**src/rtl/wb_local_memory_bridge.sv**
```systemverilog
// wb_local_memory_bridge
// Wishbone classic (non-pipelined) slave that forwards one bus cycle at a
// time onto the local memory block's request port. The request is latched at
// acceptance and held until the local side drops localBusy. The bus then gets
// a one-cycle ack, or a one-cycle error if the local side stays busy too long.
//
// Ports
//   clk, rst            system clock, synchronous active-high reset
//   wb_cyc_i, wb_stb_i  bus cycle / strobe
//   wb_we_i, wb_sel_i   write enable, byte selects
//   wb_adr_i, wb_data_i byte address (upper byte decoded), write data
//   wb_ack_o, wb_error_o one-cycle completion / timeout error
//   wb_data_o           last captured read data (all-ones after a timeout)
//   local*              latched request towards the memory block
//   localDataRead       local read data, valid while localBusy is low
//   localBusy           local side not yet done with the request
//
// state  | meaning
// IDLE   | waiting for a strobe addressed to this bridge
// ACCESS | request presented on the local port, waiting for !localBusy
// ACK    | one-cycle wb_ack_o
// ERROR  | one-cycle wb_error_o after the busy timeout
module wb_local_memory_bridge #(
    parameter logic [7:0] BASE_ADDRESS   = 8'h30,
    parameter int         TIMEOUT_CYCLES = 255
) (
    input  logic        clk,
    input  logic        rst,
    input  logic        wb_cyc_i,
    input  logic        wb_stb_i,
    input  logic        wb_we_i,
    input  logic [3:0]  wb_sel_i,
    input  logic [31:0] wb_adr_i,
    input  logic [31:0] wb_data_i,
    output logic        wb_ack_o,
    output logic        wb_error_o,
    output logic [31:0] wb_data_o,
    output logic [23:0] localAddress,
    output logic [3:0]  localByteSelect,
    output logic        localEnable,
    output logic        localWriteEnable,
    output logic [31:0] localDataWrite,
    input  logic [31:0] localDataRead,
    input  logic        localBusy
);

    localparam int CW = $clog2(TIMEOUT_CYCLES + 1);
    localparam logic [CW-1:0] TC_LAST = CW'(TIMEOUT_CYCLES - 1);

    typedef enum logic [1:0] {
        ST_IDLE,
        ST_ACCESS,
        ST_ACK,
        ST_ERROR
    } state_t;

    state_t        state;
    state_t        state_next;
    logic [CW-1:0] timeout_cnt;
    logic          accept;
    logic          timeout_hit;

    assign accept      = wb_cyc_i && wb_stb_i && (wb_adr_i[31:24] == BASE_ADDRESS);
    assign timeout_hit = (timeout_cnt == TC_LAST);

    always_ff @(posedge clk) begin
        if (rst) begin
            state <= ST_IDLE;
        end else begin
            state <= state_next;
        end
    end

    // Abort on !wb_cyc_i wins over completion; completion wins over timeout,
    // so a request finishing on the last allowed cycle still gets an ack.
    always_comb begin
        state_next = state;
        case (state)
            ST_IDLE: begin
                if (accept) begin
                    state_next = ST_ACCESS;
                end
            end
            ST_ACCESS: begin
                if (!wb_cyc_i) begin
                    state_next = ST_IDLE;
                end else if (!localBusy) begin
                    state_next = ST_ACK;
                end else if (timeout_hit) begin
                    state_next = ST_ERROR;
                end
            end
            ST_ACK:   state_next = ST_IDLE;
            ST_ERROR: state_next = ST_IDLE;
            default:  state_next = ST_IDLE;
        endcase
    end

    always_ff @(posedge clk) begin
        if (rst) begin
            timeout_cnt      <= '0;
            localAddress     <= '0;
            localByteSelect  <= '0;
            localWriteEnable <= 1'b0;
            localDataWrite   <= '0;
            wb_data_o        <= '0;
        end else begin
            if (state == ST_IDLE && accept) begin
                localAddress     <= wb_adr_i[23:0];
                localByteSelect  <= wb_sel_i;
                localWriteEnable <= wb_we_i;
                localDataWrite   <= wb_data_i;
                timeout_cnt      <= '0;
            end
            if (state == ST_ACCESS && wb_cyc_i) begin
                if (!localBusy) begin
                    if (!localWriteEnable) begin
                        wb_data_o <= localDataRead;
                    end
                end else if (timeout_hit) begin
                    wb_data_o <= 32'hFFFF_FFFF;
                end else begin
                    timeout_cnt <= timeout_cnt + 1'b1;
                end
            end
        end
    end

    assign localEnable = (state == ST_ACCESS);
    assign wb_ack_o    = (state == ST_ACK);
    assign wb_error_o  = (state == ST_ERROR);

endmodule

```
**config.mk**
```make
export PLATFORM = sky130hd
export DESIGN_NAME = wb_local_memory_bridge
export DESIGN_NICKNAME = d
export VERILOG_FILES = /design/src/rtl/wb_local_memory_bridge.sv
export SDC_FILE = /design/constraint.sdc
export NUM_CORES = 1
export LEC_CHECK = 0
export CAP_MARGIN = 20
export CELL_PAD_IN_SITES_DETAIL_PLACEMENT = 0
export CELL_PAD_IN_SITES_GLOBAL_PLACEMENT = 2
export CORE_ASPECT_RATIO = 1.1
export CORE_UTILIZATION = 21
export CTS_BUF_LIST = sky130_fd_sc_hd__clkbuf_4 sky130_fd_sc_hd__clkbuf_8 sky130_fd_sc_hd__clkbuf_16
export DETAILED_ROUTE_END_ITERATION = 7
export GPL_TIMING_DRIVEN = 0
export PLACE_DENSITY_LB_ADDON = 0.1
export SETUP_SLACK_MARGIN = 0.15
export SKIP_CTS_REPAIR_TIMING = 1
export SLEW_MARGIN = 0
export SYNTH_ARGS = -nofsm -noshare
export SYNTH_HDL_FRONTEND = slang
export SYNTH_SLANG_ARGS = --single-unit
```
**constraint.sdc**
```tcl
create_clock -name clk -period 1.67 [get_ports clk]
set_input_delay 0.334 -clock clk [delete_from_list [all_inputs] [get_ports clk]]
set_output_delay 0.334 -clock clk [all_outputs]
set_load 0.01 [all_outputs]
```
==> impl_metrics.yaml <==
worst_hold_path:
  hp-class: "primary input to register"
worst_setup_path:
  start_kind: "register"
  crit_buf_inv: 2
  critPathRequiredTime_ps: 1970
  worstPathArrival_ps: 1940
  worstSetupPathType: "register to register"
  crit_chain: "and4_4, nand4_1, o21ai_4, buf_4, buf_6, o221a_4"
  slowest_delay_ps: 370
  worst_path_max_delay_cell: "dfxtp_4"
  endpoint_kind: "register"
  crit_family: "compound AO/OA/AOI/OAI gates"
  crit_fanout: 8
logic_synthesis:
  synth_cell_types: 30
  yosysWarnings: 0
  yosysSeqAreaShare_pct: 55.23
  synth_cells: 409
  yosys.area.top_type_share_pct: 55.23
  syn_area_sq_um: 3734
  ys_top_cells_by_area: "dfxtp_1, nand2_1, o221a_2, a21oi_1, clkbuf_1"
  synth_edf_count: 0
  synth_seq_cells: 103
  synth_nets: 517
  syn_area_per_cell_sq_um: 9.129
  async_flop_share_pct: 0
  synth_top_cell_by_area: "dfxtp_1"
  ys.flop_type: "dfxtp_1"
grt:
  grt_pass1_vias: 3526
  grt_antenna_before_repair: 0
  grt_util_met3_pct: 5.015
  grt_first_pass_wirelength_um: 19240
  grt_overflow: 0
  grt_use_met2_pct: 20.12
  met1_usage_pct: 18.06
  grt_usage_pct: 13.89
  busiest_layer: "met2"
  grt_max_degree: 18
sta:
  setup_violations: 0
  report.final.slew_viol_count: 0
  layout_setup_ws_ps: 24.30
  hold_slack_ps: 317.0
  period_share_pct: 98.55
  max_clock_freq_mhz: 607.6
  max_slew_margin_pct: 54.27
  period_minus_slack_ps: 1646
  rsz0062_at_grt: "true"
  finalHoldViolations: 0
  finalClockSkew_ps: 8.026
  max_slew.worst_pin.slew_ps: 686.0
route:
  post-route-drc-count: 0
  drtPass1Iterations: 6
  ant_nets: 0
  wl_per_cell_um: 15.46
  vias_per_cell: 4.313
  routed-via-count: 3813
  drt_iter0_markers: 104
  drt-total-wl_um: 13670
placed_design:
  dpl_cell_area_sq_um: 6028
  gp_congestion: 0.7048
  dp_slack_ps: -942.3
  io_buffers: 200
  hpwl_um: 9310
cells_and_area:
  layout_common_cells: "nand2_1, dlymetal6s2s_1, dfxtp_1, clkdlybuf4s50_1, a21oi_1"
  area.growth.synth_to_final_pct: 93.93
  n_fill_cell: 1723
  postLayoutCoreUtil_pct: 42.09
  final_area_sq_um: 7241
  diodes: 0
  drive_above_1_share_pct: 18.31
  fin_nets: 753
  layout.cells.most_common: "nand2_1"
clocking:
  cts_tree: "done"
  clk_pin_slew_ps: 80
  htreeDepth: 3
  clk_path_buf_depth: 2
  insertion_delay_ps: 350
  clock-sinks: 103
  cts_root_buf: "clkbuf_16"
  numCtsBuffers: 9
floorplanning:
  pin_count: 202
  die-area_sq_um: 18320
  die_h_um: 141.8
  start_util_pct: 21.70
  core_area_sq_um: 17200
  core.rowCount: 50
  die_w_um: 129.1
job:
  drv_cap: 0
power_and_ir_drop:
  power.leakage_nw: 4.254
  ir_worst_vdd_v: 0.0004749
  p_per_area_nw_per_um2: 698.3
outcome:
  status: "finished clean"
[synthesized netlist by cell type, types with 2 or more instances]
cell and count:
nand2_1 129, ha_1 2, buf_2 10, nor2b_1 3
dfxtp_1 103, and4_1 4, a21oi_1 66, buf_4 3
nand4_1 3, or3_1 3, clkbuf_1 18, a311oi_1 2
nand3_1 11, o221a_2 32, a31oi_1 3, nor2_1 3
[report_power, final]
group	internal [mW]	leakage [nW]	switching, mW
Clock	1.26	0.153	1.01
Sequential	2.45	0.835	0.000603
Combinational	0.230	3.27	0.107
[metrics by stage]
step | cells | TNS (ps) | total power, mW
floorplan | 409 | 0 | 2.557
global placement | 843 | -64450 | 2.829
detailed placement | 843 | -67500 | 2.830
CTS | 859 | -30880 | 5.146
global route | 884 | -592.9 | 5.259
finish | 884 | 0 | 5.056
[final cells by class]
type | count | area, sq um | share of cell area [%]
well taps | 234 | 292.8 | 4.044
clock buffers | 11 | 252.7 | 3.491
clock inverters | 5 | 63.81 | 0.8813
multi-input cells | 273 | 1831 | 25.28
inverters | 2 | 7.507 | 0.1037
repair buffers | 225 | 2497 | 34.49
plain buffers | 31 | 211.5 | 2.920
flip-flops and latches | 103 | 2085 | 28.79
[tightest hold or removal path: cells and delay by family]
family,cells,cell delay [ps]
buffers and inverters,1,170
AND/OR/NAND/NOR,2,130
[routing by layer]
metal | vias to the layer above | wire [um] | part of all wire, %
met5 | - | 0 | 0
met2 | 147 | 5995 | 44
met4 | 0 | 316 | 2.3
li1 | 1908 | - | -
met3 | 20 | 1199 | 8.8
met1 | 1738 | 6158 | 45
[cell families (layout without fill, tap and decap cells)]
kind of cell / count (synthesis) / in the layout / share of synthesized area, %
AOI/OAI and AO/OA: 108 / 108 / 21.18
adders and majority gates: 2 / 2 / 0.6701
buffers and inverters: 33 / 274 / 3.954
DFF: 103 / 103 / 55.23
and+or+nand+nor: 163 / 163 / 18.97
[sequential cells by signal, summed over array words and instances, names as in the netlist]
name              count
localAddress         24
localByteSelect       4
timeout_cnt           8
wb_data_o            32
state                 2
localDataWrite       32
localWriteEnable      1
[path summary, 6_finish.rpt]
check,startpoint,to,slack [ps],cells past startpoint
setup / recovery,timeout_cnt[4]$_SDFF_PP0_,wb_data_o[23]$_SDFFE_PP0P_,20,6
hold / removal,wb_cyc_i,state[1]$_SDFFE_PP0P_,320,3
setup reg to reg,timeout_cnt[4]$_SDFF_PP0_,wb_data_o[23]$_SDFFE_PP0P_,20,6
hold reg to reg,localAddress[11]$_SDFFE_PP0P_,localAddress[11]$_SDFFE_PP0P_,450,2
Power figures use the tool's default switching activity.
